**config.mk**
```make
export PLATFORM = sky130hd
export DESIGN_NAME = mem_stage_vlat
export DESIGN_NICKNAME = d
export VERILOG_FILES = /design/src/rtl/mem_stage_vlat.sv
export SDC_FILE = /design/constraint.sdc
export NUM_CORES = 1
export LEC_CHECK = 0
export BUFFER_PORTS_ARGS = -buffer_cell sky130_fd_sc_hd__buf_4
export CORE_AREA = 2 2 129 131
export DETAILED_ROUTE_END_ITERATION = 8
export DIE_AREA = 0 0 131 133
export PLACE_DENSITY = 0.69
export SLEW_MARGIN = 15
export SYNTH_ARGS = -nofsm -noshare
export SYNTH_HDL_FRONTEND = slang
export SYNTH_SLANG_ARGS = --single-unit
```
**constraint.sdc**
```tcl
create_clock -name clk -period 5.58 [get_ports clk]
set_clock_uncertainty 0.05 [all_clocks]
set_input_delay 0.837 -clock clk [delete_from_list [all_inputs] [get_ports clk]]
set_output_delay 0.837 -clock clk [all_outputs]
set_load 0.01 [all_outputs]
```
**src/rtl/mem_stage_vlat.sv**
```systemverilog
`default_nettype none
// ============================================================================
// Module      : mem_stage_vlat
// Description : Memory-access pipeline stage for a variable-latency data SRAM
//               with a split request/response interface. The request is
//               issued in EXE, and this stage waits for the matching data_ok.
//               The stage does the following:
//                 - aligns and extends load data
//                 - optionally completes the multiplier final add
//                 - produces forwarding info for ID
//                 - buffers an early response while WB stalls
//                 - discards responses that belong to flushed instructions
// Ports       : clk, resetn (async active-low), flush
//               in_*               : instruction fields from EXE
//               data_sram_data_ok/_rdata : SRAM response channel
//               wb_allowin / mem_allowin : pipeline handshake
//               out_*              : instruction fields and result to WB
//               fwd_dest/fwd_from_mem/fwd_pending : forwarding info to ID
// Macros      : MEM_MUL_FINAL_ADD_EN
//               When defined, the stage performs the multiplier final add.
//               When undefined, no adder is built, the in_add1/in_add2/
//               in_cin/in_mul_op ports are ignored, and the non-load result
//               is exe_result.
// Revision    : 1.0 - initial release
// ============================================================================
module mem_stage_vlat #(
    parameter int PC_W      = 32,
    parameter int DATA_W    = 32,   // byte/half alignment assumes 32
    parameter int DEST_W    = 5,
    parameter int MUL_W     = 68,
    parameter int MAX_OUTST = 2
) (
    input  logic              clk,
    input  logic              resetn,
    input  logic              flush,
    input  logic              in_valid,
    input  logic [PC_W-1:0]   in_pc,
    input  logic              in_gr_we,
    input  logic [DEST_W-1:0] in_dest,
    input  logic [DATA_W-1:0] in_exe_result,
    input  logic              in_mem_req,
    input  logic [4:0]        in_load_op,
    input  logic              in_rfrom_mem,
    input  logic [2:0]        in_mul_op,
    input  logic [MUL_W-1:0]  in_add1,
    input  logic [MUL_W-1:0]  in_add2,
    input  logic              in_cin,
    input  logic              data_sram_data_ok,
    input  logic [DATA_W-1:0] data_sram_rdata,
    input  logic              wb_allowin,
    output logic              mem_allowin,
    output logic              out_valid,
    output logic [PC_W-1:0]   out_pc,
    output logic              out_gr_we,
    output logic [DEST_W-1:0] out_dest,
    output logic [DATA_W-1:0] out_result,
    output logic [DEST_W-1:0] fwd_dest,
    output logic              fwd_from_mem,
    output logic              fwd_pending
);

    localparam int CNT_W = $clog2(MAX_OUTST + 1);
    // Two extra bits let the unsaturated sum exceed MAX_OUTST without wrapping.
    localparam int SUM_W = CNT_W + 2;
    localparam logic [SUM_W-1:0] c_cnt_max_wide = SUM_W'(MAX_OUTST);
    localparam logic [CNT_W-1:0] c_cnt_max      = CNT_W'(MAX_OUTST);

    // ------------------------------------------------------------------------
    // Stage registers
    // ------------------------------------------------------------------------
    logic              r_valid;
    logic [PC_W-1:0]   r_pc;
    logic              r_gr_we;
    logic [DEST_W-1:0] r_dest;
    logic [DATA_W-1:0] r_exe_result;
    logic              r_mem_req;
    logic [4:0]        r_load_op;
    logic              r_rfrom_mem;
    logic              r_got_data;
    logic [DATA_W-1:0] r_data_buf;
    logic [CNT_W-1:0]  r_discard_cnt;

    logic              w_latch;
    logic              w_stale;
    logic              w_match;
    logic              w_ready_go;
    logic              w_inc_cur;
    logic              w_inc_new;
    logic [SUM_W-1:0]  w_cnt_sum;
    logic [DATA_W-1:0] w_src;
    logic [DATA_W-1:0] w_shifted;
    logic [DATA_W-1:0] w_load_data;
    logic [DATA_W-1:0] w_alu_result;

    assign w_latch = in_valid && mem_allowin && !flush;

    // Outstanding responses of killed instructions come back first, so
    // any data_ok seen while the discard counter is non-zero belongs to
    // them and must never be matched to the current instruction.
    assign w_stale    = data_sram_data_ok && (r_discard_cnt != '0);
    assign w_match    = data_sram_data_ok && !w_stale && r_valid && r_mem_req && !r_got_data;
    assign w_ready_go = !r_mem_req || r_got_data || w_match;

    assign out_valid   = r_valid && w_ready_go && !flush;
    assign mem_allowin = !r_valid || (w_ready_go && wb_allowin);

    always_ff @(posedge clk or negedge resetn) begin
        if (!resetn) begin
            r_valid <= 1'b0;
        end else if (flush) begin
            r_valid <= 1'b0;
        end else if (mem_allowin) begin
            r_valid <= in_valid;
        end
    end

    always_ff @(posedge clk or negedge resetn) begin
        if (!resetn) begin
            r_pc         <= '0;
            r_gr_we      <= 1'b0;
            r_dest       <= '0;
            r_exe_result <= '0;
            r_mem_req    <= 1'b0;
            r_load_op    <= '0;
            r_rfrom_mem  <= 1'b0;
        end else if (w_latch) begin
            r_pc         <= in_pc;
            r_gr_we      <= in_gr_we;
            r_dest       <= in_dest;
            r_exe_result <= in_exe_result;
            r_mem_req    <= in_mem_req;
            r_load_op    <= in_load_op;
            r_rfrom_mem  <= in_rfrom_mem;
        end
    end

    // An early response is parked here while WB is stalled. The flag
    // drops when the instruction is handed to WB or killed.
    always_ff @(posedge clk or negedge resetn) begin
        if (!resetn) begin
            r_got_data <= 1'b0;
            r_data_buf <= '0;
        end else if (flush) begin
            r_got_data <= 1'b0;
        end else if (w_match && !wb_allowin) begin
            r_got_data <= 1'b1;
            r_data_buf <= data_sram_rdata;
        end else if (out_valid && wb_allowin) begin
            r_got_data <= 1'b0;
        end
    end

    // ------------------------------------------------------------------------
    // Discard counter
    // Both the killed MEM instruction, if its response is still owed, and
    // an incoming EXE instruction whose request was already accepted leave
    // a response in flight. A stale response arriving in the same cycle
    // nets out.
    // ------------------------------------------------------------------------
    assign w_inc_cur = flush && r_valid && r_mem_req && !r_got_data && !w_match;
    assign w_inc_new = flush && in_valid && in_mem_req;
    assign w_cnt_sum = SUM_W'(r_discard_cnt) + SUM_W'(w_inc_cur)
                     + SUM_W'(w_inc_new) - SUM_W'(w_stale);

    always_ff @(posedge clk or negedge resetn) begin
        if (!resetn) begin
            r_discard_cnt <= '0;
        end else if (w_cnt_sum > c_cnt_max_wide) begin
            r_discard_cnt <= c_cnt_max;
        end else begin
            r_discard_cnt <= w_cnt_sum[CNT_W-1:0];
        end
    end

`ifndef SYNTHESIS
    a_discard_no_overflow : assert property (@(posedge clk) disable iff (!resetn)
        w_cnt_sum <= c_cnt_max_wide)
        else $error("mem_stage_vlat: discard counter overflow (too many outstanding requests)");
`endif

    // ------------------------------------------------------------------------
    // Load alignment and extension
    // ------------------------------------------------------------------------
    assign w_src     = r_got_data ? r_data_buf : data_sram_rdata;
    assign w_shifted = w_src >> {r_exe_result[1:0], 3'b000};

    always_comb begin
        w_load_data = w_shifted;
        if (r_load_op[0]) begin
            w_load_data = {{24{w_shifted[7]}}, w_shifted[7:0]};
        end else if (r_load_op[1]) begin
            w_load_data = {24'b0, w_shifted[7:0]};
        end else if (r_load_op[2]) begin
            w_load_data = {{16{w_shifted[15]}}, w_shifted[15:0]};
        end else if (r_load_op[3]) begin
            w_load_data = {16'b0, w_shifted[15:0]};
        end else if (r_load_op[4]) begin
            w_load_data = w_shifted;
        end
    end

    // ------------------------------------------------------------------------
    // Non-load result (optional multiplier final add)
    // ------------------------------------------------------------------------
`ifdef MEM_MUL_FINAL_ADD_EN
    logic [2:0]       r_mul_op;
    logic [MUL_W-1:0] r_add1;
    logic [MUL_W-1:0] r_add2;
    logic             r_cin;
    logic [MUL_W-1:0] w_sum;
    logic             w_unused_sum;

    always_ff @(posedge clk or negedge resetn) begin
        if (!resetn) begin
            r_mul_op <= '0;
            r_add1   <= '0;
            r_add2   <= '0;
            r_cin    <= 1'b0;
        end else if (w_latch) begin
            r_mul_op <= in_mul_op;
            r_add1   <= in_add1;
            r_add2   <= in_add2;
            r_cin    <= in_cin;
        end
    end

    assign w_sum = r_add1 + r_add2 + MUL_W'(r_cin);
    // Bits above 63 are only sign/guard bits of the partial-sum format.
    assign w_unused_sum = ^w_sum;

    always_comb begin
        w_alu_result = r_exe_result;
        if (r_mul_op[2]) begin
            w_alu_result = w_sum[31:0];
        end else if (r_mul_op[1] || r_mul_op[0]) begin
            w_alu_result = w_sum[63:32];
        end
    end
`else
    logic w_unused_mul;

    assign w_unused_mul = ^{in_add1, in_add2, in_cin, in_mul_op};
    assign w_alu_result = r_exe_result;
`endif

    // ------------------------------------------------------------------------
    // Outputs
    // ------------------------------------------------------------------------
    assign out_pc     = r_pc;
    assign out_gr_we  = r_gr_we;
    assign out_dest   = r_dest;
    assign out_result = r_rfrom_mem ? w_load_data : w_alu_result;

    assign fwd_dest     = (r_valid && r_gr_we) ? r_dest : '0;
    assign fwd_from_mem = r_valid && r_rfrom_mem;
    assign fwd_pending  = r_valid && r_rfrom_mem && !w_ready_go;

endmodule
`default_nettype wire

```
Yosys cells after proc, flatten, opt, wreduce, memory -nomap -nowiden
Cells that the tools add are included.
- register bits after elaboration: 112
- output and inout bits: 79
- logic and storage cells: 66
- bitwise logic cells: 1
- $lt $le $gt $ge: 1
- reduce and logical (&&, ||, !) cells: 36
- shifts and indexed selects: 1
- add/subtract/negate cells: 3
- multiplexer cells: 13
- operator list (cell ; count):
    $mux W32 ; 6
    $shr A32 B5 Y32 ; 1
    $logic_and A1 B1 Y1 ; 21
    $logic_not A1 Y1 ; 8
    $mux W1 ; 5
    $mux W5 ; 1
    $add A3 B1 Y4 ; 1
    $gt A4 B2 Y1 const B ; 1
    $reduce_bool A2 Y1 ; 2
    $sub A4 B1 Y4 ; 1
    $add A2 B1 Y3 ; 1
    $logic_or A1 B1 Y1 ; 3
    $reduce_bool A3 Y1 ; 1
    $mux W2 ; 1
    $reduce_and A2 Y1 ; 1
    $not A1 Y1 ; 1

Logic depth before layout (Yosys ltp)
Gate-level depths: netlist (run 1).
- word-level depth: 14
- gate-level depth with buffers: 13
- depth with buffers taken out: 12

Worst setup path before layout (run 1)
No wires, ideal clock.
- kind: input -> output
- from: input port data_sram_rdata[31]
- to: output port out_result[10]
- setup slack: 2.626 ns
- cell stages on the path: 3
- arrival time: 2.067 ns
- path through: mux2_2 mux4_2 a311o_1
- word-level cells in the longest chain between the ends: 4
- RTL lines (element ; RTL line ; RTL):
    start: declaration ; 49 ; input logic [DATA_W-1:0] data_sram_rdata,
    $mux W32 ; 184 ; assign w_src = r_got_data ? r_data_buf : data_sram_rdata;
    $shr A32 B5 Y32 ; 185 ; assign w_shifted = w_src >> {r_exe_result[1:0], 3'b000};
    $mux W32 ; 189 ; if (r_load_op[0]) begin
    $mux W32 ; 252 ; assign out_result = r_rfrom_mem ? w_load_data : w_alu_result;
    end: declaration ; 56 ; output logic [DATA_W-1:0] out_result,
No other way between the ends.

Final worst setup path (run 1)
- from: register r_exe_result[0]
- to: output port out_result[17]
- word-level cells in the longest chain between the ends: 6
- RTL lines (element ; RTL line ; RTL):
    start: declaration ; 75 ; logic [DATA_W-1:0] r_exe_result;
    start signal: assignment ; 130 ; r_exe_result <= in_exe_result;
    $shr A32 B5 Y32 (*) ; 185 ;
    $mux W32 ; 195 ; end else if (r_load_op[3]) begin
    $mux W32 ; 193 ; end else if (r_load_op[2]) begin
    $mux W32 ; 191 ; end else if (r_load_op[1]) begin
    $mux W32 (*) ; 189 ;
    $mux W32 (*) ; 252 ;
Every way passes the cells marked *; elsewhere a longest branch is shown, timed or not.

==> results of run 1 <==
-- area by class of cell --
type / instances / area (µm²) / share of cell area, %
clock buffers: 9 / 225 / 2.86
flip-flops and latches: 112 / 2800 / 35.6
well taps: 220 / 275 / 3.49
diodes: 2 / 5.00 / 0.0635
repair buffers: 199 / 1510 / 19.2
clock inverters: 7 / 81.3 / 1.03
multi-input cells: 294 / 2890 / 36.7
inverters: 23 / 86.3 / 1.10
-- worst reg2reg max path, stage by stage (launching register included) --
cell      delay, ns
dfrtp_1        0.53
and4bb_1       0.30
nor2_1         0.19
nand3_1        0.12
ha_1           0.30
inv_1          0.08
fa_1           0.19
inv_1          0.06
fa_1           0.37
xor2_1         0.15
a21oi_1        0.12
nand2_1        0.09
nor2_1         0.09
-- stage by stage --
stage               hold slack [ns]  util, %  cells
floorplan                     0.409        -    464
global placement              0.421     46.6    847
detailed placement            0.426     46.6    847
CTS                           0.450     48.5    863
global route                  0.466     48.7    864
finish                        0.444     48.7    866
-- state kept, by name, indices dropped and copies added, names as in the netlist, 2 cells and up --
register       flops
r_load_op          4
out_dest           5
r_discard_cnt      2
r_data_buf        32
r_exe_result      32
out_pc            32
-- metal layers --
| layer | vias to the layer above | GRT usage, % | routed length, µm |
|---|---|---|---|
| met5 | - | 0 | 39 |
| met4 | 6 | 6.80 | 367 |
| li1 | 2056 | - | - |
| met2 | 192 | 29.2 | 7350 |
| met1 | 2221 | 24.9 | 7040 |
| met3 | 28 | 8.73 | 1850 |
-- worst max-delay path by stage --
stage                         from             end  slack (ns)  cells after the start
6_report           r_exe_result[0]  out_result[17]        1.67                      6
5_1_grt                 r_got_data  out_result[31]        1.53                      6
4_1_cts            r_exe_result[0]  out_result[31]        1.67                      6
3_5_place_dp   data_sram_rdata[31]  out_result[17]        2.04                      6
3_3_place_gp   data_sram_rdata[31]  out_result[31]        2.07                      6
2_1_floorplan  data_sram_rdata[31]  out_result[10]        2.63                      3
-- cell families after synthesis --
logic type	after synthesis	share of synthesized area, %
xor gates and xnor gates	1	0.147
muxes	157	32.0
AOI/OAI and AO/OA	71	9.49
and+or+nand+nor	60	5.31
buffers and inverters	58	4.70
adders and majority gates	5	1.30
DFF	112	47.0
-- power groups by stage --
stage               logic [W]  clock network [W]  registers [W]
floorplan            0.000551                  0        0.00110
global placement     0.000919                  0        0.00114
detailed placement   0.000943                  0        0.00115
CTS                  0.000945           0.000684        0.00114
global route          0.00102           0.000709        0.00117
finish               0.000942           0.000663        0.00114
-- synthesized netlist by cell type (6+ instances only) --
cell,number,area (µm²)
nor2b_1,10,62.6
mux2i_1,20,200
mux2_1,16,180
buf_2,13,65.1
inv_1,23,86.3
mux4_2,14,315
clkbuf_1,11,41.3
buf_4,6,45.0
o22a_1,7,61.3
a21oi_1,33,165
o221ai_1,7,61.3
o221ai_2,10,150
and3_1,6,37.5
a311o_1,7,70.1
nor2_1,16,60.1
mux2_2,105,1180
dfrtp_1,112,2800
nand2_1,14,52.6
==> impl_results.md, run 1 <==
- Status: finished, final reports clean
- Synth Flop Type: dfrtp_1
- Headroom to the max-slew limit: 32.2%
- Seq/Total Area, Yosys: 47.0%
- Vias in the first global route: 4760
- Final global-route overflow total: 0
- Root Buffer: clkbuf_16
- Reg2Reg Depth: 12
- CP Data Required Time: 4.69 ns
- Clock slew at reported path FFs: 0.08 ns
- Vias per cell: 5.20
- # resized after CTS: 0
- Power Density: 348 nW/µm²
- Filler cells: 1447
- Average cell area after synthesis: 12.8 µm²
- CP max stage cell: mux4_2
- Final Max Slew Viols: 0
- RR Endpoint: r_discard_cnt[0]
- Mapped Area: 5960 µm²
- Worst Hold Launch: out_pc[30]
- Die ar.: 17400 µm²
- TritonCTS clock tree: yes
- Net Switching: 0.000926 W
- Die H: 133 µm
- IO Count: 334
- Antenna viol nets, final: 0
- Internal: 0.00182 W
- Sequential power share: 41.5%
- Initial antenna violation count: 5
- Post-CTS Setup Inserts: 0
- Worst EP arrival: 3.03 ns
- Hold path endpoint: out_pc[30]
- Commonest cells after routing, fill and taps aside: buf_4, dfrtp_1, mux2_2
- First-pass DRT Iterations: 5
- Most common cell after layout, fill and taps aside: buf_4
- Highest Clock Rate: 256 MHz
- CP max stage delay: 0.63 ns
- Post-route setup TNS: 0 ns
- Place WS: 2.04 ns
- RD Place Congestion: 0.823
- Post-route cell area: 7880 µm²
- Post-synthesis async set-or-reset flop share: 100%
- Bufs and invs on worst path: 2
- # port buffers: 192
- FF+latch count, synth: 112
- Total power: 0.00274 W
- Cell Chain, Critical Path: buf_4 > mux2_2 > mux4_2 > nand3_4 > o221ai_1 > buf_4
- Layout cells sized above 1: 54.5%
- Netlist cell types: 42
- Routed wire length: 16600 µm
- Yosys Warn Count: 0
- First-pass GRT wire length: 25700 µm
- Unrepaired setup endpoints after global routing: false
- 1st-iter DRT viols: 196
- Kind of cell adding the most delay to the critical path: multiplexers
- Critical path class: reg2out
- VDD IR max: 0.222 mV
- Final period util: 70.1%
- Cts bufs inserted: 9
- Switching part of the total: 33.7%
- Total track usage: 19.5%
- Clock latency on the worst-skew pair: 0.36 ns
- Pin count of the biggest net entering global routing: 77
- Avg WL per Cell: 19.2 µm
- MaxCap Viol Count: 0
- Worst Max-Slew Pin Slew: 1.02 ns
- Final Setup Violations: 0
- # H-tree levels: 3
- Initial Util: 36.9%
- Via count: 4503
- Period minus WS final: 3.91 ns
- Leak: 3.66 nW
- Placed Area: 7540 µm²
- Syn Inst Count: 464
- Syn_nets: 724
- Nature of the critical path startpoint: flip-flop
- Crit. End Element: primary output
- P&R area growth vs syn: 32.2%
- Clock share of power: 24.2%
- DRC: 0
- Max Fanout on Critical Path: 39
- Final setup margin: 1.67 ns
- Die width: 131 µm
- DP HPWL: 12700 µm
- Clock Sink Count: 112
- R2r startpoint: r_valid
- Worst min-delay path class: reg2reg
- Longest Clk Path Bufs: 2
- Core box area: 16200 µm²
- Row Count: 47
- Comb pwr share: 34.3%
- Fin nets: 899
- Hold depth: 1
- EDFF count, synth: 0
- Reg2Reg Setup Slack: 2.88 ns
- Post-CTS Hold Fix Bufs: 0
- Final hold viol count: 0
- Crit-path most repeated cell: buf_4
(Power assumes the default switching activity.)
==> run 2, diff against run 1 <==
CORE_AREA = 2 2 131 133   (was 2 2 129 131)
DIE_AREA = 0 0 133 135   (was 0 0 131 133)
PLACE_DENSITY = 0.7   (was 0.69)
clock period = 3.6 ns   (was 5.58 ns; I/O delays follow)
==> run 2 against run 1 <==
Highest routed layer unchanged. Worst hold slack got worse by 0.30 ns. Largest cell class unchanged. Critical path type unchanged. Routed wire length grew 5.1%. Largest power group unchanged. Combinational power increased by 60%. Worst setup slack got worse by 1.4 ns. Global-route usage up 0.19 points.
==> impl_results.md, run 2 (synthesis gave the netlist of run 1 again) <==
- Most common cell after layout, fill and taps aside: buf_4 (unchanged)
- Headroom to the max-slew limit: 46.2% (was 32.2%)
- Final Setup Violations: 0 (unchanged)
- Initial Util: 36.3% (was 36.9%)
- R2r startpoint: r_valid (unchanged)
- Reg2Reg Setup Slack: 0.84 ns (was 2.88 ns)
- Crit. End Element: primary output (unchanged)
- Longest Clk Path Bufs: 2 (unchanged)
- Net Switching: 0.00143 W (was 0.000926 W)
- Grt met3 use: 7.58% (was 8.73%)
- # H-tree levels: 3 (unchanged)
- Avg WL per Cell: 20.2 µm (was 19.2 µm)
- Die width: 133 µm (was 131 µm)
- Vias per cell: 5.19 (was 5.20)
- Post-route setup TNS: 0 ns (unchanged)
- Max Fanout on Critical Path: 26 (was 39)
- Final global-route overflow total: 0 (unchanged)
- Die ar.: 18000 µm² (was 17400 µm²)
- Internal: 0.00281 W (was 0.00182 W)
- Clock share of power: 23.5% (was 24.2%)
- Clock slew at reported path FFs: 0.08 ns (about the same)
- Period minus WS final: 3.34 ns
- Core box area: 16400 µm² (was 16200 µm²)
- Final hold viol count: 0 (unchanged)
- Commonest cells after routing, fill and taps aside: buf_4, dfrtp_1, mux2_2 (unchanged)
- Pin count of the biggest net entering global routing: 66 (was 77)
- Die H: 135 µm (was 133 µm)
- First-pass DRT Iterations: 4 (was 5)
- Initial antenna violation count: 1 (was 5)
- Antenna cells: 0 (was 2)
- Final period util: 92.8%
- Final Max Slew Viols: 0 (unchanged)
- RD Place Congestion: 0.804 (was 0.823)
- Cts bufs inserted: 9 (unchanged)
- First-pass GRT wire length: 26600 µm (was 25700 µm)
- DRC: 0 (unchanged)
- Unrepaired setup endpoints after global routing: false (unchanged)
- Sequential power share: 41.0% (was 41.5%)
- # port buffers: 192 (unchanged)
- GRT met2 Usage: 30.3% (was 29.2%)
- Row Count: 47 (unchanged)
- VDD IR max: 0.294 mV (was 0.222 mV)
- TritonCTS clock tree: yes (unchanged)
- Highest Clock Rate: 299 MHz
- Total track usage: 19.7% (was 19.5%)
- Layout cells sized above 1: 54.6% (was 54.5%)
- Clock Sink Count: 112 (unchanged)
- Fin nets: 901 (was 899)
- Post-CTS Hold Fix Bufs: 0 (unchanged)
- Status: finished, final reports clean (unchanged)
- Post-CTS Setup Inserts: 0 (unchanged)
- Vias in the first global route: 4629 (was 4760)
- Worst min-delay path class: in2async (was reg2reg)
- MaxCap Viol Count: 0 (unchanged)
- Leak: 3.66 nW (about the same)
- P&R area growth vs syn: 32.0% (was 32.2%)
- Min Hold Slack: 0.141 ns (was 0.444 ns)
- Switching part of the total: 33.7% (about the same)
- M1 GR Usage: 26.1% (was 24.9%)
- GR peak layer: met2 (unchanged)
- Clock latency on the worst-skew pair: 0.35 ns (was 0.36 ns)
- Nature of the critical path startpoint: flip-flop (unchanged)
- Reg2Reg Depth: 12 (unchanged)
- Antenna viol nets, final: 0 (unchanged)
- RR Endpoint: r_discard_cnt[0] (unchanged)
- Power Density: 540 nW/µm² (was 348 nW/µm²)
- Routed wire length: 17500 µm (was 16600 µm)
- CP Data Required Time: 3.01 ns (was 4.69 ns)
- Critical path class: reg2out (unchanged)
- Via count: 4498 (was 4503)
- Root Buffer: clkbuf_16 (unchanged)
- # resized after CTS: 0 (unchanged)
- 1st-iter DRT viols: 262 (was 196)
- IO Count: 334 (unchanged)
- Worst EP arrival: 2.75 ns (was 3.03 ns)
- Worst Max-Slew Pin Slew: 0.801 ns (was 1.02 ns)
- DP HPWL: 13500 µm (was 12700 µm)
- Comb pwr share: 35.5% (was 34.3%)
## run 2: cell count changes in the layout (fill, tap and decap cells not counted), sizes merged
cell / before / now
buf: 199 / 201
diode: 2 / 0
clkinv: 4 / 3
clkinvlp: 0 / 1
## run 2: power groups by stage
| stage | clock [W] | combinational (W) | sequential, W |
|---|---|---|---|
| finish | 0.000999 | 0.00151 | 0.00174 |
| floorplan | 0 | 0.000854 | 0.00171 |
| detailed placement | 0 | 0.00151 | 0.00176 |
| global placement | 0 | 0.00148 | 0.00174 |
| global route | 0.00106 | 0.00163 | 0.00178 |
| CTS | 0.00102 | 0.00152 | 0.00174 |
## run 2: worst max-delay path by stage
stage / from / end / slack (ns)
global placement: data_sram_rdata[31] / out_result[31] / 0.65
floorplan: data_sram_data_ok / r_discard_cnt[0] / 1.16
detailed placement: r_got_data / out_result[31] / 0.63
CTS: r_got_data / out_result[31] / 0.23
global route: r_got_data / out_result[31] / 0.08
finish: r_got_data / out_result[31] / 0.26
## run 2: routing by layer
layer	vias to the layer above	routed length (µm)
met4	2	166
met3	12	1830
met1	2222	7690
li1	2058	-
met5	-	12
met2	204	7790
## run 2: metrics by stage
stage	util [%]	power (W)	worst slack [ns]	instances	instance area, µm²
after floorplan	-	0.00257	1.16	464	5960
after global placement	46.2	0.00322	0.649	850	7570
after detailed placement	46.2	0.00327	0.629	850	7570
after CTS	47.9	0.00428	0.230	866	7870
after global routing	47.9	0.00447	0.0849	866	7870
final	47.9	0.00425	0.259	866	7870
## run 2: area by class of cell
class | instances | area [µm²]
Fill cell | 1505 | 8540
Multi-Input combinational cell | 294 | 2890
Sequential cell | 112 | 2800
Timing Repair Buffer | 201 | 1520
Tap cell | 220 | 275
Clock buffer | 9 | 225
Inverter | 23 | 86.3
Clock inverter | 7 | 66.3
## run 2: worst max-delay path, cell delays in order, from the launching register on
cell	delay [ns]
dfrtp_1	0.49
buf_4	0.43
mux4_2	0.69
nand3_4	0.29
o221ai_1	0.26
buf_4	0.22
==> run 3, diff against run 2 <==
MAX_ROUTING_LAYER = met4   (was not set)
PLACE_DENSITY = 0.76   (was 0.7)
==> run 3 against run 2 <==
Clock power down 2%. Via count up 0.38%. Critical path depth unchanged. Routed wire length down 2.9%. Sequential power about the same. First-iteration DRC count down 26%. Die area unchanged. Core utilization up 0.15 points. Critical endpoint is now out_result[17]. Highest routed layer is now met4.
==> impl_results.md, run 3 (synthesis gave the netlist of run 1 again) <==
- Place WS: 0.745 ns (was 0.629 ns)
- Final Setup Violations: 0 (unchanged)
- Critical path class: reg2out (unchanged)
- RR Endpoint: r_discard_cnt[0] (unchanged)
- Antenna cells: 0 (unchanged)
- Worst Max-Slew Pin Slew: 1.01 ns (was 0.801 ns)
- Period minus WS final: 3.24 ns (was 3.34 ns)
- Die H: 135 µm (unchanged)
- Routed wire length: 17000 µm (was 17500 µm)
- Die ar.: 18000 µm² (unchanged)
- Final setup margin: 0.363 ns (was 0.259 ns)
- Worst EP arrival: 2.65 ns (was 2.75 ns)
- Avg WL per Cell: 19.6 µm (was 20.2 µm)
- 1st-iter DRT viols: 195 (was 262)
- DP HPWL: 13300 µm (was 13500 µm)
- Status: finished, final reports clean (unchanged)
- Core box area: 16400 µm² (unchanged)
- Total track usage: 19.8% (was 19.7%)
- CP Data Required Time: 3.01 ns (about the same)
- Clock Sink Count: 112 (unchanged)
- Clock slew at reported path FFs: 0.08 ns (about the same)
- Root Buffer: clkbuf_16 (unchanged)
- Post-CTS Setup Inserts: 0 (unchanged)
- MaxCap Viol Count: 0 (unchanged)
- # resized after CTS: 0 (unchanged)
- Filler cells: 1492 (was 1505)
- Vias in the first global route: 4802 (was 4629)
- Worst min-delay path class: in2async (unchanged)
- IO Count: 334 (unchanged)
- VDD IR max: 0.290 mV (was 0.294 mV)
- Reg2Reg Depth: 12 (unchanged)
- Headroom to the max-slew limit: 32.5% (was 46.2%)
- # port buffers: 192 (unchanged)
- Final period util: 89.9% (was 92.8%)
- Crit. End Element: primary output (unchanged)
- Final Util: 48.1% (was 47.9%)
- Cts bufs inserted: 9 (unchanged)
- Vias per cell: 5.20 (was 5.19)
- Leak: 3.67 nW (was 3.66 nW)
- Fin nets: 903 (was 901)
- Nature of the critical path startpoint: flip-flop (unchanged)
- Final global-route overflow total: 0 (unchanged)
- Initial Util: 36.3% (unchanged)
- Final hold viol count: 0 (unchanged)
- Post-route setup TNS: 0 ns (unchanged)
- Longest Clk Path Bufs: 2 (unchanged)
- Power Density: 534 nW/µm² (was 540 nW/µm²)
- Layout cells sized above 1: 54.6% (about the same)
- Unrepaired setup endpoints after global routing: false (unchanged)
- RD Place Congestion: 0.846 (was 0.804)
- Max Fanout on Critical Path: 18 (was 26)
- DRC: 0 (unchanged)
- Post-CTS Hold Fix Bufs: 0 (unchanged)
- Via count: 4515 (was 4498)
- Row Count: 47 (unchanged)
- Most common cell after layout, fill and taps aside: buf_4 (unchanged)
- Initial antenna violation count: 0 (was 1)
- Reg2Reg Setup Slack: 0.91 ns (was 0.84 ns)
- First-pass GRT wire length: 26600 µm (unchanged)
- Highest Clock Rate: 309 MHz (was 299 MHz)
- Die width: 133 µm (unchanged)
- R2r startpoint: r_valid (unchanged)
- Clock latency on the worst-skew pair: 0.36 ns (was 0.35 ns)
- First-pass DRT Iterations: 4 (unchanged)
- TritonCTS clock tree: yes (unchanged)
- # H-tree levels: 3 (unchanged)
- Antenna viol nets, final: 0 (unchanged)
- P&R area growth vs syn: 32.4% (was 32.0%)
- Pin count of the biggest net entering global routing: 80 (was 66)
- Final Max Slew Viols: 0 (unchanged)
- Commonest cells after routing, fill and taps aside: buf_4, dfrtp_1, mux2_2 (unchanged)
==> run 3: changes by cell type in the layout (fill, tap and decap cells not counted), sizes merged <==
| cell | before | now |
|---|---|---|
| clkbuf | 9 | 10 |
| buf | 201 | 203 |
| inv | 26 | 27 |
| clkinv | 3 | 2 |
| clkinvlp | 1 | 0 |
==> run 3: critical path: stages (launching register included) <==
cell and delay [ns]:
dfrtp_1 0.65, nor2b_1 0.27, a222oi_1 0.46, a21o_2 0.49
o221ai_1 0.22, buf_4 0.19
==> run 3: final cells by class <==
cell class	instances	area (µm²)	area share (%)
multi-input cells	294	2890	36.6
flip-flops and latches	112	2800	35.5
repair buffers	203	1550	19.6
well taps	220	275	3.49
clock buffers	10	229	2.90
inverters	23	86.3	1.09
clock inverters	6	60.1	0.761
==> run 3: layer usage <==
| metal | track usage [%] | wire length, µm |
|---|---|---|
| met4 | 5.26 | 243 |
| met2 | 29.7 | 7670 |
| met3 | 8.07 | 1840 |
| met5 | - | 0 |
| met1 | 24.8 | 7220 |
==> run 3: how the worst max path moves through the flow <==
stage,start,endpoint,slack (ns),cells after the start
floorplan,data_sram_data_ok,r_discard_cnt[0],1.16,10
global route,r_exe_result[1],out_result[17],0.19,5
CTS,r_exe_result[1],out_result[16],0.36,5
finish,r_exe_result[1],out_result[17],0.36,5
global placement,data_sram_rdata[31],out_result[16],0.80,6
detailed placement,data_sram_rdata[31],out_result[16],0.75,6
==> run 3: power breakdown <==
group / total [W] / switching [W] / internal [W]
sequential: 0.00176 / 0.000235 / 0.00153
clock: 0.000981 / 0.000493 / 0.000488
combinational: 0.00148 / 0.000674 / 0.000802
total: 0.00422 / 0.00140 / 0.00281
==> run 3: through the flow <==
step,std cells,instance area [µm²],hold WS [ns],power (W)
after floorplan,464,5960,0.194,0.00257
after global placement,852,7600,0.420,0.00320
after detailed placement,852,7600,0.428,0.00326
after CTS,868,7890,0.318,0.00426
after global routing,868,7890,0.328,0.00445
final,868,7890,0.309,0.00422
